`src/rtl/pc_sequencer_pkg.sv`:
```
//============================================================================
// pc_seq_pkg : shared types and constants for the PC sequencer block
// Revision   : 1.0
//============================================================================
`default_nettype none

package pc_seq_pkg;

  typedef enum logic [2:0] {
    OP_SEQ   = 3'd0,
    OP_BRN   = 3'd1,
    OP_BRC   = 3'd2,
    OP_CALL  = 3'd3,
    OP_RET   = 3'd4,
    OP_RETIE = 3'd5,
    OP_RETID = 3'd6
  } op_class_t;

  typedef enum logic [1:0] {
    PC_SRC_IR    = 2'd0,
    PC_SRC_STACK = 2'd1,
    PC_SRC_INTV  = 2'd2
  } pc_src_t;

  typedef enum logic [1:0] {
    ST_INIT  = 2'd0,
    ST_FETCH = 2'd1,
    ST_EXEC  = 2'd2,
    ST_INTR  = 2'd3
  } state_t;

  localparam logic [9:0] INT_VEC = 10'h3FF;

endpackage

`default_nettype wire

```
`src/rtl/pc_sequencer_sp_ctrl.sv`:
```
//============================================================================
// sp_ctrl : call/return stack pointer with sticky overflow/underflow flag
// Revision: 1.0
//============================================================================
`default_nettype none

module sp_ctrl #(
  parameter int SP_W = 8
) (
  input  logic            clk,
  input  logic            rst_n,
  input  logic            i_push,
  input  logic            i_pop,
  output logic [SP_W-1:0] o_sp_addr,
  output logic            o_stk_err
);

  logic [SP_W-1:0] r_sp;
  logic            r_stk_err;
  logic [SP_W-1:0] w_sp_dec;
  logic [SP_W-1:0] w_sp_inc;
  logic            w_full;
  logic            w_empty;

  assign w_sp_dec = r_sp - SP_W'(1);
  assign w_sp_inc = r_sp + SP_W'(1);
  assign w_full   = (r_sp == SP_W'(1));
  assign w_empty  = (r_sp == '0);

  // Push writes below the current top; otherwise the address tracks SP.
  assign o_sp_addr = i_push ? w_sp_dec : r_sp;
  assign o_stk_err = r_stk_err;

  always_ff @(posedge clk or negedge rst_n) begin
    if (!rst_n) begin
      r_sp      <= '0;
      r_stk_err <= 1'b0;
    end else if (i_push) begin
      r_sp <= w_sp_dec;
      if (w_full) r_stk_err <= 1'b1;
    end else if (i_pop) begin
      r_sp <= w_sp_inc;
      if (w_empty) r_stk_err <= 1'b1;
    end
  end

endmodule

`default_nettype wire

```
`src/rtl/pc_sequencer.sv`:
```
//============================================================================
// pc_sequencer : fetch/execute FSM driving PC strobes, stack and interrupts
// Revision     : 1.0
//============================================================================
`default_nettype none

module pc_sequencer
  import pc_seq_pkg::*;
#(
  parameter int SP_W = 8
) (
  input  logic            clk,
  input  logic            rst_n,
  input  logic [2:0]      i_op_class,
  input  logic            i_cond_met,
  input  logic            i_int_req,
  output logic            o_pc_rst,
  output logic            o_pc_ld,
  output logic            o_pc_inc,
  output logic [1:0]      o_pc_mux_sel,
  output logic [SP_W-1:0] o_sp_addr,
  output logic            o_scr_we,
  output logic            o_i_en,
  output logic            o_flg_shad_ld,
  output logic            o_flg_restore,
  output logic            o_stk_err
);

  state_t  r_state;
  logic    r_i_en;

  logic    w_pc_ld;
  logic    w_push;
  logic    w_pop;
  logic    w_restore;
  pc_src_t w_sel;

  always_comb begin
    w_pc_ld   = 1'b0;
    w_push    = 1'b0;
    w_pop     = 1'b0;
    w_restore = 1'b0;
    w_sel     = PC_SRC_IR;
    case (r_state)
      ST_EXEC: begin
        case (i_op_class)
          OP_BRN:  w_pc_ld = 1'b1;
          OP_BRC:  w_pc_ld = i_cond_met;
          OP_CALL: begin
            w_push  = 1'b1;
            w_pc_ld = 1'b1;
          end
          OP_RET, OP_RETIE, OP_RETID: begin
            w_pop     = 1'b1;
            w_pc_ld   = 1'b1;
            w_sel     = PC_SRC_STACK;
            w_restore = (i_op_class != OP_RET);
          end
          default: ;
        endcase
      end
      ST_INTR: begin
        w_push  = 1'b1;
        w_pc_ld = 1'b1;
        w_sel   = PC_SRC_INTV;
      end
      default: ;
    endcase
  end

  always_ff @(posedge clk or negedge rst_n) begin
    if (!rst_n) begin
      r_state <= ST_INIT;
      r_i_en  <= 1'b0;
    end else begin
      case (r_state)
        ST_INIT:  r_state <= ST_FETCH;
        ST_FETCH: r_state <= ST_EXEC;
        ST_EXEC: begin
          if (i_op_class == OP_RETIE) r_i_en <= 1'b1;
          if (i_op_class == OP_RETID) r_i_en <= 1'b0;
          // Uses the pre-update enable so RETIE defers any interrupt by one instruction.
          r_state <= (i_int_req && r_i_en) ? ST_INTR : ST_FETCH;
        end
        ST_INTR: begin
          r_i_en  <= 1'b0;
          r_state <= ST_FETCH;
        end
        default: r_state <= ST_INIT;
      endcase
    end
  end

  sp_ctrl #(
    .SP_W (SP_W)
  ) u_sp (
    .clk       (clk),
    .rst_n     (rst_n),
    .i_push    (w_push),
    .i_pop     (w_pop),
    .o_sp_addr (o_sp_addr),
    .o_stk_err (o_stk_err)
  );

  // Masked while reset is held so the strobe appears only after release.
  assign o_pc_rst      = (r_state == ST_INIT) && rst_n;
  assign o_pc_inc      = (r_state == ST_FETCH);
  assign o_pc_ld       = w_pc_ld;
  assign o_pc_mux_sel  = w_sel;
  assign o_scr_we      = w_push;
  assign o_i_en        = r_i_en;
  assign o_flg_shad_ld = (r_state == ST_INTR);
  assign o_flg_restore = w_restore;

endmodule

`default_nettype wire
```
`config.mk`:
```
export PLATFORM = sky130hd
export DESIGN_NAME = pc_sequencer
export DESIGN_NICKNAME = d
export VERILOG_FILES = /design/src/rtl/pc_sequencer_pkg.sv /design/src/rtl/pc_sequencer_sp_ctrl.sv /design/src/rtl/pc_sequencer.sv
export SDC_FILE = /design/constraint.sdc
export NUM_CORES = 1
export LEC_CHECK = 0
export ABC_AREA = 1
export CORE_UTILIZATION = 45
export DETAILED_ROUTE_END_ITERATION = 10
export DONT_BUFFER_PORTS = 1
export SKIP_LAST_GASP = 1
export SLEW_MARGIN = 20
export SYNTH_ARGS = -nofsm -noshare
export SYNTH_HDL_FRONTEND = slang
export SYNTH_SLANG_ARGS = --single-unit
export TNS_END_PERCENT = 50
```
`constraint.sdc`:
```
create_clock -name clk -period 3.05 [get_ports clk]
set_input_delay 0.7625 -clock clk [delete_from_list [all_inputs] [get_ports clk]]
set_output_delay 0.7625 -clock clk [all_outputs]
set_load 0.05 [all_outputs]
```
==> results.yml <==
status:
  outcome: "finished clean"
die:
  dieHeight_um: 50.6
  die-area_um2: 2560
  start_util: 0.481
  rows: 17
  core_um2: 2210
  io_pins: 25
  die_w_um: 50.6
final_layout:
  drive_gt1_frac: 0.162
  fin_area_um2: 1270
  multi_input_comb_area_um2: 647
  n_antenna_cell: 0
  seqCellArea_um2: 300
  fin_nets: 187
  fillers: 231
  area_delta_synth_final_pct: 19.4
routing:
  avgRoutedWirePerCell_um: 11.9
  drt_iter0_drc: 28
  drc: 0
  wl_met3_um: 150
  wl_met1_mm: 1.15
  via_count: 1062
  antenna_left: 0
  routed.top_layer: "met3"
  met2_length_mm: 1.09
  routed_wl_mm: 2.40
  dr.pass1.iters: 4
  vias_per_cell: 5.28
sta:
  finalClockSkew_ps: 6.56
  slew_headroom: 0.654
  max_freq_ghz: 0.370
  fin_crit_sh: 0.887
  period_needed_ps: 2700
  report.final.slew_viol_count: 0
  finalSetupTns_ps: 0
  hold_viol: 0
  whs_ps: 170
  tightest_slew_ps: 520
  setup_viol: 0
  rsz0062_at_grt: "no"
clock_tree:
  clock_latency_ps: 270
  postCtsSetupRepairBufs: 0
  cts_resized: 0
  cts_tree: "built"
  postCtsHoldBufs: 0
  cts_root_buf: "clkbuf_4"
  clk_path_buf_depth: 2
  htreeDepth: 1
  clk_pin_slew_ps: 80
  cts_made_buffers: 3
  numClockSinks: 12
critical_path:
  crit_path_cell_trace: "nand2_2 > inv_4 > nor2_8 > ha_1"
  crit_required_ps: 2290
  critPathTopFamily: "adder cells"
  slowest_delay_ps: 590
  cp-start-kind: "register"
  crit_slowest_cell: "ha_1"
  end_kind: "output port"
  startpoint: "r_state[0]"
  crit_buf_inv: 1
  crit_type: "reg -> out"
  worstPathArrival_ps: 1940
  crit_fanout: 10
  rr_startpoint: "r_state[0]"
synthesis:
  syn_area_per_cell_um2: 6.70
  syn_area_um2: 1060
  yosys_warnings: 0
  synth-edff-count: 0
  synthTopCellsByCount: "nand2_1, inv_1, nand3_1"
  syn_inst: 159
  ys_seq_elements: 12
  seq_area_frac_synth: 0.282
  synthTopCellsByArea: "dfrtp_1, nand2_1, nand3_1"
  yosysMostFrequentCell: "nand2_1"
  async_reset_ff_frac: 1.00
  ys.flop_type: "dfrtp_1"
  synth_nets: 172
  synth_top_area_frac: 0.282
  yosys.area.top_type: "dfrtp_1"
  synth_cell_types: 25
global_route:
  grt_util_all_layers: 0.209
  grt_overflow: 0
  grt_start_max_net_pins: 17
  antenna_found_initial: 0
  grt_pass1_wl_mm: 3.97
  first_global_vias: 930
placed_design:
  port-buffer-count: 0
  dpl.hpwl_mm: 1.90
  postPlaceCellArea_um2: 1230
  place.gp.congestion: 0.840
power:
  leakage_nw: 0.663
  finalPower_mw: 1.57
  powerDensity_nw_per_um2: 1240
  ir_drop_v: 0.000676
flow_run:
  drv_cap: 0
min_path:
  hold_class: "in -> async"
metrics by stage:
stage | utilization | cells | setup WS (ps)
final | 0.575 | 201 | 346
after global routing | 0.575 | 201 | 199
after CTS | 0.575 | 201 | 331
after detailed placement | 0.558 | 197 | 422
after global placement | 0.558 | 197 | 489
after floorplan | - | 159 | 17.4
registers in the layout (all words and copies together), names as in the netlist:
register        flops
u_sp.r_sp           8
r_state             2
o_i_en              1
u_sp.o_stk_err      1
worst paths after layout:
path	depth (start not counted)	slack (ps)	endpoint
min in group clk	2	560	u_sp.r_sp[4]
max in group asynchronous	0	2800	u_sp.r_sp[6]
min	0	170	u_sp.o_stk_err
min reg2reg	2	560	u_sp.r_sp[4]
max	4	350	o_sp_addr[0]
max reg2reg	7	1390	u_sp.r_sp[3]
power by group:
group	leakage (nW)	switching (mW)	total, mW	internal, mW
Clock	0.0210	0.0561	0.129	0.0725
Sequential	0.148	0.111	0.327	0.216
Combinational	0.493	0.744	1.12	0.373
cells by family (layout without fill, tap and decap cells):
family,Yosys count,after routing,share of synthesized area
xor+xnor,2,2,0.0165
fa+ha+maj,6,6,0.0705
buf+inv,26,40,0.113
compound gates,23,23,0.132
simple gates,90,90,0.387
flops,12,12,0.282
metal layers:
| layer | track usage | vias to the layer above |
|---|---|---|
| met5 | 0 | - |
| met4 | 0.0694 | 0 |
| met3 | 0.0485 | 0 |
| met2 | 0.360 | 42 |
| met1 | 0.255 | 484 |
| li1 | - | 536 |
area by class of cell:
class	instances	share of cell area
clock buffer	4	0.0285
inverter	22	0.0669
multi-input combinational	121	0.509
sequential	12	0.236
tap	28	0.0276
timing repair buffer	14	0.132
worst register-to-register path: cells and delay by family (launching register included):
| kind | cells | cell delay [ps] |
|---|---|---|
| buffers and inverters | 2 | 460 |
| DFF | 1 | 510 |
| AOI/OAI and AO/OA | 1 | 160 |
| and+or+nand+nor | 4 | 420 |
cells in the final DEF, fill, tap and decap left out:
| cell type | synthesis | routed |
|---|---|---|
| nand3_1 | 17 | 17 |
| nor2_8 | 1 | 1 |
| o21ai_4 | 2 | 2 |
| a21oi_1 | 1 | 1 |
| buf_4 | 1 | 9 |
| nand3b_1 | 1 | 1 |
| xor2_1 | 1 | 1 |
| buf_12 | 0 | 5 |
| xnor2_1 | 1 | 1 |
| nor2_2 | 0 | 1 |
| nand2_1 | 45 | 45 |
| dfrtp_1 | 12 | 12 |
| o21ai_0 | 16 | 9 |
| clkbuf_8 | 0 | 1 |
| nor2_4 | 1 | 1 |
| nor3_1 | 1 | 1 |
| nand3_2 | 1 | 1 |
| inv_1 | 21 | 21 |
| nor2_1 | 16 | 15 |
| clkbuf_4 | 0 | 3 |
| o211ai_1 | 1 | 1 |
| nand4_1 | 3 | 3 |
| inv_4 | 1 | 1 |
| or2_0 | 1 | 1 |
| nand2_2 | 3 | 3 |
| ha_1 | 6 | 6 |
| o21ai_1 | 3 | 10 |
Note: power is estimated with default switching activity, not from simulation.
